--- src/rtl/uart_rx_frame_parser_if.sv ---
// Signal bundle between uart_rx_frame_parser and its environment: the CoreUART
// receive/read side and the payload stream with the frame status pulses.
// master = parser side, slave = UART + downstream consumer side.
interface uart_rx_frame_parser_if;
  // CoreUART receive path
  logic       RXRDY;
  logic [7:0] UART_DATA;
  logic       PARITY_ERR;
  logic       FRAMING_ERR;
  logic       OVERFLOW;
  logic       CSN;
  logic       OEN;
  // Payload stream and frame status
  logic [7:0] PL_DATA;
  logic       PL_VALID;
  logic       PL_READY;
  logic       PL_LAST;
  logic       FRAME_OK;
  logic       FRAME_ERR;
  logic [1:0] ERR_CODE;

  modport master (
    input  RXRDY, UART_DATA, PARITY_ERR, FRAMING_ERR, OVERFLOW, PL_READY,
    output CSN, OEN, PL_DATA, PL_VALID, PL_LAST, FRAME_OK, FRAME_ERR, ERR_CODE
  );

  modport slave (
    output RXRDY, UART_DATA, PARITY_ERR, FRAMING_ERR, OVERFLOW, PL_READY,
    input  CSN, OEN, PL_DATA, PL_VALID, PL_LAST, FRAME_OK, FRAME_ERR, ERR_CODE
  );
endinterface

--- src/rtl/uart_rx_frame_parser.sv ---
// Drains bytes from CoreUART through its CSN/OEN read strobe, hunts for SYNC_BYTE,
// parses a length-prefixed frame and streams the payload on a valid/ready port.
// Every frame ends with a one-cycle FRAME_OK or FRAME_ERR (+ ERR_CODE) pulse.
// Optional feature: define UART_FRAME_CHKSUM_EN to require and check a trailing
// 8-bit sum byte (LEN + payload, mod 256) after the payload.
module uart_rx_frame_parser #(
  parameter int unsigned MAX_LEN   = 64,
  parameter logic [7:0]  SYNC_BYTE = 8'h7E,
  parameter int unsigned TIMEOUT   = 20000
) (
  input  logic                          CLK,
  input  logic                          RESET,
  uart_rx_frame_parser_if.master        bus
);

  // Read FSM encoding
  localparam logic [1:0] R_IDLE   = 2'd0;
  localparam logic [1:0] R_STROBE = 2'd1;
  localparam logic [1:0] R_GUARD1 = 2'd2;
  localparam logic [1:0] R_GUARD2 = 2'd3;

  // Frame FSM encoding
  localparam logic [1:0] F_HUNT    = 2'd0;
  localparam logic [1:0] F_LEN     = 2'd1;
  localparam logic [1:0] F_PAYLOAD = 2'd2;
`ifdef UART_FRAME_CHKSUM_EN
  localparam logic [1:0] F_CHK     = 2'd3;
`endif

  localparam int unsigned TW        = $clog2(TIMEOUT + 1);
  localparam logic [TW-1:0] TMO_END = TW'(TIMEOUT - 1);
  localparam logic [7:0] MAX_LEN_B  = 8'(MAX_LEN);

  logic [1:0]    rd_q, rd_d;
  logic [1:0]    fr_q;
  logic [7:0]    cnt_q;
  logic [TW-1:0] tmo_q;
  logic [7:0]    pl_data_q;
  logic          pl_valid_q;
  logic          pl_last_q;
  logic          ok_q;
  logic          err_q;
  logic [1:0]    code_q;
`ifdef UART_FRAME_CHKSUM_EN
  logic [7:0]    sum_q;
`endif

  logic       cap;
  logic       line_err;
  logic [7:0] rx_byte;
  logic       stalled;

  // The byte is taken at the clock edge that ends the single strobe cycle.
  assign cap      = (rd_q == R_STROBE);
  assign rx_byte  = bus.UART_DATA;
  assign line_err = bus.PARITY_ERR | bus.FRAMING_ERR | bus.OVERFLOW;
  assign stalled  = pl_valid_q & ~bus.PL_READY;

  // Read sequencer: strobe one byte, then two guard cycles for RXRDY to settle.
  always_comb begin
    rd_d = rd_q;
    case (rd_q)
      R_IDLE:   if (bus.RXRDY && !pl_valid_q) rd_d = R_STROBE;
      R_STROBE: rd_d = R_GUARD1;
      R_GUARD1: rd_d = R_GUARD2;
      default:  rd_d = R_IDLE;
    endcase
  end

  // Read FSM state register.
  always_ff @(posedge CLK or posedge RESET) begin
    if (RESET) rd_q <= R_IDLE;
    else       rd_q <= rd_d;
  end

  // Frame parser, payload register, inter-byte timeout and status pulses.
  always_ff @(posedge CLK or posedge RESET) begin
    if (RESET) begin
      fr_q       <= F_HUNT;
      cnt_q      <= 8'd0;
      tmo_q      <= '0;
      pl_data_q  <= 8'd0;
      pl_valid_q <= 1'b0;
      pl_last_q  <= 1'b0;
      ok_q       <= 1'b0;
      err_q      <= 1'b0;
      code_q     <= 2'd0;
`ifdef UART_FRAME_CHKSUM_EN
      sum_q      <= 8'd0;
`endif
    end else begin
      ok_q  <= 1'b0;
      err_q <= 1'b0;
      if (pl_valid_q && bus.PL_READY) begin
        pl_valid_q <= 1'b0;
        pl_last_q  <= 1'b0;
      end
      // A capture always beats a timeout landing in the same cycle.
      if (cap) begin
        tmo_q <= '0;
        case (fr_q)
          F_HUNT: begin
            if (rx_byte == SYNC_BYTE) fr_q <= F_LEN;
          end
          F_LEN: begin
            if (line_err) begin
              err_q <= 1'b1; code_q <= 2'd1; fr_q <= F_HUNT;
            end else if (rx_byte == 8'd0 || rx_byte > MAX_LEN_B) begin
              err_q <= 1'b1; code_q <= 2'd0; fr_q <= F_HUNT;
            end else begin
              cnt_q <= rx_byte;
`ifdef UART_FRAME_CHKSUM_EN
              sum_q <= rx_byte;
`endif
              fr_q  <= F_PAYLOAD;
            end
          end
          F_PAYLOAD: begin
            if (line_err) begin
              err_q <= 1'b1; code_q <= 2'd1; fr_q <= F_HUNT;
            end else begin
              pl_data_q  <= rx_byte;
              pl_valid_q <= 1'b1;
              pl_last_q  <= (cnt_q == 8'd1);
              cnt_q      <= cnt_q - 8'd1;
`ifdef UART_FRAME_CHKSUM_EN
              sum_q      <= sum_q + rx_byte;
              if (cnt_q == 8'd1) fr_q <= F_CHK;
`else
              if (cnt_q == 8'd1) begin
                ok_q <= 1'b1;
                fr_q <= F_HUNT;
              end
`endif
            end
          end
`ifdef UART_FRAME_CHKSUM_EN
          F_CHK: begin
            if (line_err) begin
              err_q <= 1'b1; code_q <= 2'd1;
            end else if (rx_byte != sum_q) begin
              err_q <= 1'b1; code_q <= 2'd2;
            end else begin
              ok_q <= 1'b1;
            end
            fr_q <= F_HUNT;
          end
`endif
          default: fr_q <= F_HUNT;
        endcase
      end else if (fr_q != F_HUNT && !stalled) begin
        if (tmo_q == TMO_END) begin
          err_q  <= 1'b1;
          code_q <= 2'd3;
          fr_q   <= F_HUNT;
          tmo_q  <= '0;
        end else begin
          tmo_q <= tmo_q + TW'(1);
        end
      end
    end
  end

  assign bus.CSN       = (rd_q != R_STROBE);
  assign bus.OEN       = (rd_q != R_STROBE);
  assign bus.PL_DATA   = pl_data_q;
  assign bus.PL_VALID  = pl_valid_q;
  assign bus.PL_LAST   = pl_last_q & pl_valid_q;
  assign bus.FRAME_OK  = ok_q;
  assign bus.FRAME_ERR = err_q;
  assign bus.ERR_CODE  = code_q;

endmodule

--- src/flat_wrapper.sv ---
// flat-port wrapper written by rule: the top's interface ports become plain ports
module uart_rx_frame_parser_flat 
#(
  parameter int unsigned MAX_LEN   = 64,
  parameter logic [7:0]  SYNC_BYTE = 8'h7E,
  parameter int unsigned TIMEOUT   = 20000
)
  (CLK, RESET, bus_RXRDY, bus_UART_DATA, bus_PARITY_ERR, bus_FRAMING_ERR, bus_OVERFLOW, bus_PL_READY, bus_CSN, bus_OEN, bus_PL_DATA, bus_PL_VALID, bus_PL_LAST, bus_FRAME_OK, bus_FRAME_ERR, bus_ERR_CODE);
  uart_rx_frame_parser_if bus_i ();
  input  logic CLK;
  input  logic RESET;
  input wire logic [$bits(bus_i.RXRDY)-1:0] bus_RXRDY;
  input wire logic [$bits(bus_i.UART_DATA)-1:0] bus_UART_DATA;
  input wire logic [$bits(bus_i.PARITY_ERR)-1:0] bus_PARITY_ERR;
  input wire logic [$bits(bus_i.FRAMING_ERR)-1:0] bus_FRAMING_ERR;
  input wire logic [$bits(bus_i.OVERFLOW)-1:0] bus_OVERFLOW;
  input wire logic [$bits(bus_i.PL_READY)-1:0] bus_PL_READY;
  output wire logic [$bits(bus_i.CSN)-1:0] bus_CSN;
  output wire logic [$bits(bus_i.OEN)-1:0] bus_OEN;
  output wire logic [$bits(bus_i.PL_DATA)-1:0] bus_PL_DATA;
  output wire logic [$bits(bus_i.PL_VALID)-1:0] bus_PL_VALID;
  output wire logic [$bits(bus_i.PL_LAST)-1:0] bus_PL_LAST;
  output wire logic [$bits(bus_i.FRAME_OK)-1:0] bus_FRAME_OK;
  output wire logic [$bits(bus_i.FRAME_ERR)-1:0] bus_FRAME_ERR;
  output wire logic [$bits(bus_i.ERR_CODE)-1:0] bus_ERR_CODE;
  assign bus_i.RXRDY = bus_RXRDY;
  assign bus_i.UART_DATA = bus_UART_DATA;
  assign bus_i.PARITY_ERR = bus_PARITY_ERR;
  assign bus_i.FRAMING_ERR = bus_FRAMING_ERR;
  assign bus_i.OVERFLOW = bus_OVERFLOW;
  assign bus_i.PL_READY = bus_PL_READY;
  assign bus_CSN = bus_i.CSN;
  assign bus_OEN = bus_i.OEN;
  assign bus_PL_DATA = bus_i.PL_DATA;
  assign bus_PL_VALID = bus_i.PL_VALID;
  assign bus_PL_LAST = bus_i.PL_LAST;
  assign bus_FRAME_OK = bus_i.FRAME_OK;
  assign bus_FRAME_ERR = bus_i.FRAME_ERR;
  assign bus_ERR_CODE = bus_i.ERR_CODE;
  uart_rx_frame_parser #(.MAX_LEN(MAX_LEN), .SYNC_BYTE(SYNC_BYTE), .TIMEOUT(TIMEOUT)) u_core (.CLK(CLK), .RESET(RESET), .bus(bus_i));
endmodule
--- config.mk ---
export PLATFORM = sky130hd
export DESIGN_NAME = uart_rx_frame_parser_flat
export DESIGN_NICKNAME = d
export VERILOG_FILES = /design/src/rtl/uart_rx_frame_parser_if.sv /design/src/rtl/uart_rx_frame_parser.sv /design/src/flat_wrapper.sv
export SDC_FILE = /design/constraint.sdc
export NUM_CORES = 1
export LEC_CHECK = 0
export ABC_CLOCK_PERIOD_IN_PS = 2400
export BUFFER_PORTS_ARGS = -buffer_cell sky130_fd_sc_hd__buf_4
export CAP_MARGIN = 30
export CORE_MARGIN = 1.5
export CORE_UTILIZATION = 30
export CTS_BUF_LIST = sky130_fd_sc_hd__clkbuf_8
export DETAILED_ROUTE_END_ITERATION = 10
export HOLD_SLACK_MARGIN = 0.12
export SYNTH_ARGS = -nofsm -noshare
export SYNTH_HDL_FRONTEND = slang
export SYNTH_SLANG_ARGS = --single-unit
--- constraint.sdc ---
create_clock -name CLK -period 2.4 [get_ports CLK]
set_input_delay 0.12 -clock CLK [delete_from_list [all_inputs] [get_ports CLK]]
set_output_delay 0.12 -clock CLK [all_outputs]
set_load 0.05 [all_outputs]
==> impl_metrics.env, run 1 <==
export IMPL_status="completed"
export IMPL_yosysTopAreaCell="dfrtp_1"
export IMPL_io_pins=31
export IMPL_hold_viol_final=0
export IMPL_wl_per_cell_um=13.2
export IMPL_syn_area_per_cell_um2=9.54
export IMPL_drt_iter0_drc=120
export IMPL_num_vias=1828
export IMPL_syn_nets=257
export IMPL_drc=0
export IMPL_setup_tns_ns=0
export IMPL_critPathRequiredTime_ns=2.63
export IMPL_peakVddDrop_uv=312
export IMPL_grt_pass1_vias=1762
export IMPL_grt_usage_pct=13.9
export IMPL_diodes=0
export IMPL_path_class="in2reg"
export IMPL_yosysWarnings=0
export IMPL_fin_crit_sh_pct=89.8
export IMPL_post_cts_buffers=0
export IMPL_htree_levels=2
export IMPL_cp_start_kind="input port"
export IMPL_synthArstFlopShare_pct=100
export IMPL_clkTransAtPathRegs_ns=0.08
export IMPL_fillers=747
export IMPL_synth_cells=233
export IMPL_slew_headroom_pct=65.1
export IMPL_grt_pass1_wl_um=8510
export IMPL_max_cap_violations=0
export IMPL_place_ws_ns=0.294
export IMPL_setup_viol=0
export IMPL_overflow=0
export IMPL_hp_class="in2reg"
export IMPL_clock_path_buffers=2
export IMPL_ys_ff_latch=41
export IMPL_grt_max_degree=42
export IMPL_power_density_nw_per_um2=793
export IMPL_synth_flop_cell="dfrtp_1"
export IMPL_setup_ws_ns=0.244
export IMPL_final_core_util_pct=38.4
export IMPL_synth_distinct_cells=43
export IMPL_rsz0062_at_grt="no"
export IMPL_gp_congestion=0.783
export IMPL_max_freq_ghz=0.464
export IMPL_root_buffer="clkbuf_8"
export IMPL_critical_path_arrival_ns=2.39
export IMPL_tightest_slew_ns=0.523
export IMPL_coreArea_um2=7210
export IMPL_vias_per_cell=4.81
export IMPL_critPathMostFrequentCell="nand3_1"
export IMPL_clk_insertion_delay_late_ns=0.29
export IMPL_nets=304
export IMPL_port_buffers=30
export IMPL_drtAntennaViolNets=0
export IMPL_finalWirelength_um=5000
export IMPL_ys_seq_area_share_pct=46.2
export IMPL_setup_worst_path_end_class="flip-flop"
export IMPL_finClkSkew_ns=0.00879
export IMPL_synth_area_leaders="dfrtp_1, ha_1, xnor2_1"
export IMPL_period_needed_ns=2.16
export IMPL_drt_pass1_iter_count=4
export IMPL_synth_top_area_share_pct=46.2
export IMPL_cp_max_fo=5
export IMPL_synth_area_um2=2220
export IMPL_cts_tree="done"
export IMPL_clock_sinks=41
export IMPL_power_total_uw=2200
export IMPL_cpPeakStageDelay_ns=0.53
export IMPL_row_count=31
export IMPL_syn2layout_area_growth_pct=24.6
export IMPL_crit_slowest_cell="dlygate4sd3_1"
export IMPL_die_x_um=89.1
export IMPL_initial_core_util_pct=30.8
export IMPL_numCtsBuffers=5
export IMPL_antenna_found_initial=0
export IMPL_die_area_um2=7930
export IMPL_slew_violations=0
export IMPL_p_leak_uw=0.00122
export IMPL_dp_hpwl_um=3560
export IMPL_drive_gt1_share_pct=21.0
export IMPL_cts_resized=0
export IMPL_die_h_um=89.1
export IMPL_path_cells="dlygate4sd3_1 > buf_4 > nor4_1 > nand3_1 > a31o_2 > or4b_1 > nand3_1"
export IMPL_synth_edf_count=0
==> worst max-delay path: cells and delay by family <==
family,cells,cell delay (ns)
buffers and inverters,2,0.68
AND/OR/NAND/NOR,4,1.25
AO/OA/AOI/OAI,1,0.33
==> flip-flops by register name (all words and copies together), names as in the netlist <==
signal and flops:
u_core.tmo_q 15, u_core.fr_q 2, u_core.bus.FRAME_ERR 1, u_core.bus.PL_VALID 1
u_core.bus.FRAME_OK 1, u_core.bus.PL_DATA 8, u_core.cnt_q 8, u_core.bus.ERR_CODE 2
u_core.pl_last_q 1, u_core.rd_q 2
==> cell type report <==
class | instances | area (µm²) | share of cell area (%)
tap | 99 | 124 | 4.47
timing repair buffer | 47 | 373 | 13.5
sequential | 41 | 1030 | 37.1
clock buffer | 5 | 68.8 | 2.49
multi-input combinational | 174 | 1120 | 40.6
clock inverter | 3 | 11.3 | 0.407
inverter | 11 | 41.3 | 1.49
==> repair_timing <==
action	CTS	global route
setup endpoints to repair	0	0
hold endpoints to repair	48	0
hold buffers	8	0
==> cell families (layout without fill, tap and decap cells) <==
family,Yosys count,after routing,share of synthesized area [%]
compound gates,40,40,10.6
xor+xnor,12,12,4.73
fa+ha+maj,9,9,5.07
buf+inv,18,66,3.21
flops,41,41,46.2
mux,9,9,4.56
simple gates,104,104,25.6
==> placed cells by master (no fill, tap or decap), types with 2 or more instances in the layout <==
master	count
nand3_1	13
nor2b_1	2
nand4_1	4
nand2b_1	5
a21oi_1	14
inv_1	14
nor3b_1	3
and3_1	2
mux2_2	7
or3_1	2
nor2_1	22
nor4_1	8
xnor2_1	11
nand2_1	20
a31oi_1	2
o31ai_1	2
nor3_1	10
ha_1	9
o21ai_0	13
mux2_1	2
buf_4	39
dlygate4sd3_1	8
a31o_2	2
clkbuf_8	5
dfrtp_1	41
nor4b_1	3
==> synth_stat cells, drive strengths merged (2+ instances only) <==
cell     n
inv     11
or4b     2
a31o     2
clkbuf   6
nand3   13
o21ai   13
ha       9
dfrtp   41
nor3    11
nand2b   5
nand2   20
nor4     9
nor2    22
o31ai    2
nand4    4
a21oi   15
nor3b    3
or3      3
nor2b    2
a31oi    2
mux2     9
xnor2   11
and3     2
nor4b    3
==> worst paths after layout <==
kind	startpoint	end	slack [ns]	depth (start not counted)
min in group asynchronous	RESET	u_core.tmo_q[5]	0.50	4
worst min register to register	u_core.bus.PL_DATA[0]	u_core.bus.PL_DATA[0]	0.48	2
worst min-delay path	bus_UART_DATA[0]	u_core.bus.PL_DATA[0]	0.14	3
worst max-delay path	bus_UART_DATA[1]	u_core.cnt_q[7]	0.24	7
worst max register to register	u_core.tmo_q[6]	u_core.fr_q[1]	0.29	5
max in group asynchronous	RESET	u_core.tmo_q[4]	1.53	4
==> layer usage <==
metal / up-vias / global-route usage (%) / wire [µm]
li1: 926 / - / -
met4: 0 / 5.31 / 89
met5: - / 0 / 0
met1: 869 / 20.2 / 2480
met2: 27 / 20.7 / 2240
met3: 6 / 2.31 / 190
==> stage by stage <==
stage	hold WS [ns]	instance area [µm²]	std cells
2_1_floorplan	0.270	2220	233
3_3_place_gp	0.303	2610	364
3_5_place_dp	0.295	2610	364
4_1_cts	0.147	2770	380
5_1_grt	0.171	2770	380
6_report	0.144	2770	380
==> power breakdown <==
| group | total (µW) | internal (µW) | switching (µW) |
|---|---|---|---|
| Clock | 425 | 194 | 231 |
| Sequential | 940 | 817 | 123 |
| Combinational | 831 | 317 | 514 |
| Total | 2200 | 1330 | 867 |
No activity file was read; power rests on OpenSTA's default activity.
==> inputs of run 2 (changes only) <==
--- a/config.mk
+++ b/config.mk
@@ -13,6 +13,8 @@
 export CTS_BUF_LIST = sky130_fd_sc_hd__clkbuf_8
 export DETAILED_ROUTE_END_ITERATION = 10
 export HOLD_SLACK_MARGIN = 0.12
+export PLACE_DENSITY = 0.48
+export SETUP_SLACK_MARGIN = 0.15
 export SYNTH_ARGS = -nofsm -noshare
 export SYNTH_HDL_FRONTEND = slang
 export SYNTH_SLANG_ARGS = --single-unit
==> run 2 against run 1 <==
Compared with the run above: utilization is essentially flat; sequential cell count is the same; sequential power is essentially flat; clock skew shrank 0.0036 ns; count of clock-buffer cells in the layout is the same; critical path type unchanged; critical endpoint unchanged.
==> impl_metrics.env, run 2 (synthesis results as in run 1) <==
export IMPL_largest_register="u_core.tmo_q"
export IMPL_reg2reg_from="u_core.fr_q[0]"
export IMPL_coreArea_um2=7210
export IMPL_switchingPower_uw=888
export IMPL_dp_hpwl_um=3720
export IMPL_period_needed_ns=2.13
export IMPL_initial_core_util_pct=30.8
export IMPL_drc=0
export IMPL_grt_pass1_vias=1723
export IMPL_final_common_cell="dfrtp_1"
export IMPL_rsz0062_at_grt="no"
export IMPL_syn2layout_area_growth_pct=24.5
export IMPL_rr_worst_depth=6
export IMPL_worstHoldEndpoint="u_core.bus.PL_DATA[0]"
export IMPL_seqPwrFrac_pct=42.6
export IMPL_die_x_um=89.1
export IMPL_grt_pass1_wl_um=8540
export IMPL_finalWirelength_um=5200
export IMPL_max_freq_ghz=0.470
export IMPL_cp_start_kind="input port"
export IMPL_sw_frac_of_total_pct=40.2
export IMPL_final_cell_mix="dfrtp_1, buf_4, nor2_1"
export IMPL_cp_buffers_inverters=2
export IMPL_internal_power_uw=1320
export IMPL_clock_path_buffers=2
export IMPL_diodes=0
export IMPL_place_ws_ns=0.253
export IMPL_power_frac_clock_pct=19.6
export IMPL_numCtsBuffers=5
export IMPL_setup_worst_path_end_class="flip-flop"
export IMPL_placed_cells=363
export IMPL_peakVddDrop_uv=282
export IMPL_die_h_um=89.1
export IMPL_power_density_nw_per_um2=798
export IMPL_hold_viol_final=0
export IMPL_p_leak_uw=0.00121
export IMPL_hp_class="in2reg"
export IMPL_power_total_uw=2210
export IMPL_finClkSkew_ns=0.00524
export IMPL_cts_tree="done"
export IMPL_reg2reg_to="u_core.fr_q[1]"
export IMPL_crit_slowest_cell="dlygate4sd3_1"
export IMPL_clock_sinks=41
export IMPL_die_area_um2=7930
export IMPL_clk_insertion_delay_late_ns=0.29
export IMPL_num_vias=1843
export IMPL_path_class="in2reg"
export IMPL_drive_gt1_share_pct=21.1
export IMPL_slew_violations=0
export IMPL_setup_viol=0
export IMPL_gp_congestion=0.778
export IMPL_drtAntennaViolNets=0
export IMPL_overflow=0
export IMPL_drt_iter0_drc=82
export IMPL_comb_power_share_pct=37.8
export IMPL_antenna_found_initial=0
export IMPL_hold_path_startpoint="bus_UART_DATA[0]"
export IMPL_nets=303
export IMPL_path_cells="dlygate4sd3_1 > buf_4 > nor4_1 > nand3_1 > a31o_2 > or4b_1 > nand3_1"
export IMPL_row_count=31
export IMPL_setup_tns_ns=0
export IMPL_critical_path_arrival_ns=2.36
export IMPL_cp_max_fo=5
export IMPL_critical_path_top_delay_family="simple AND/OR/NAND/NOR gates"
export IMPL_clkTransAtPathRegs_ns=0.08
export IMPL_status="completed"
export IMPL_setup_ws_ns=0.272
export IMPL_critPathRequiredTime_ns=2.63
export IMPL_grt_max_degree=42
export IMPL_cpPeakStageDelay_ns=0.54
export IMPL_critPathMostFrequentCell="nand3_1"
export IMPL_instances_no_fill=379
export IMPL_grt_usage_pct=14.3
export IMPL_largest_reg_flops=15
export IMPL_wl_per_cell_um=13.7
export IMPL_r2r_slack_ns=0.35
export IMPL_fin_crit_sh_pct=88.7
export IMPL_htree_levels=2
export IMPL_root_buffer="clkbuf_8"
export IMPL_tightest_slew_ns=0.540
export IMPL_port_buffers=30
export IMPL_slew_headroom_pct=63.9
export IMPL_max_cap_violations=0
export IMPL_vias_per_cell=4.86
export IMPL_drt_pass1_iter_count=4
export IMPL_io_pins=31
export IMPL_fillers=758
export IMPL_holdPathStages=3
==> run 2: timing repair <==
action / CTS / global route
endpoints found under the setup margin: 0 / 2
hold buffers: 8 / 0
resized for setup: 0 / 1
setup buffers: 0 / 0
endpoints found under the hold margin: 49 / 0
==> run 2: worst min-delay path, delay by kind of cell <==
| kind | cells | cell delay (ns) |
|---|---|---|
| buffers and inverters | 2 | 0.18 |
| AOI/OAI and AO/OA | 1 | 0.08 |
==> run 2: per-stage QoR <==
step | cell area (µm²) | utilization, % | hold WS, ns
after floorplan | 2220 | - | 0.270
after global placement | 2600 | 36.1 | 0.303
after detailed placement | 2600 | 36.1 | 0.299
after CTS | 2760 | 38.3 | 0.128
after global routing | 2770 | 38.4 | 0.159
final | 2770 | 38.4 | 0.134
==> run 2: how the worst max path moves through the flow <==
| stage | startpoint | to | slack (ns) | cells after the start |
|---|---|---|---|---|
| floorplan | u_core.tmo_q[6] | u_core.fr_q[1] | 0.24 | 5 |
| global placement | u_core.tmo_q[6] | u_core.fr_q[1] | 0.30 | 5 |
| detailed placement | u_core.tmo_q[6] | u_core.bus.ERR_CODE[0] | 0.25 | 5 |
| CTS | u_core.tmo_q[6] | u_core.bus.ERR_CODE[0] | 0.25 | 5 |
| global route | u_core.fr_q[0] | u_core.fr_q[1] | 0.16 | 6 |
| finish | bus_UART_DATA[1] | u_core.cnt_q[7] | 0.27 | 7 |
==> run 2: routing by layer <==
metal,up-vias,routed length (µm),GRT usage [%]
met1,871,2570,19.2
met2,39,2320,22.2
met5,-,0,0
met4,0,144,6.43
li1,920,-,-
met3,13,166,3.23
==> run 2: cell type report <==
cell class,count,area [µm²],share of cell area [%]
Tap cell,99,124,4.48
Timing Repair Buffer,46,365,13.2
Sequential cell,41,1030,37.1
Inverter,11,41.3,1.49
Multi-Input combinational cell,174,1130,40.9
Clock inverter,3,11.3,0.407
Clock buffer,5,68.8,2.49
==> run 2: power groups by stage <==
stage / Combinational [µW] / Clock (µW) / Sequential [µW]
2_1_floorplan: 587 / 0 / 958
3_3_place_gp: 822 / 0 / 953
3_5_place_dp: 833 / 0 / 949
4_1_cts: 841 / 455 / 939
5_1_grt: 943 / 482 / 961
6_report: 836 / 433 / 940
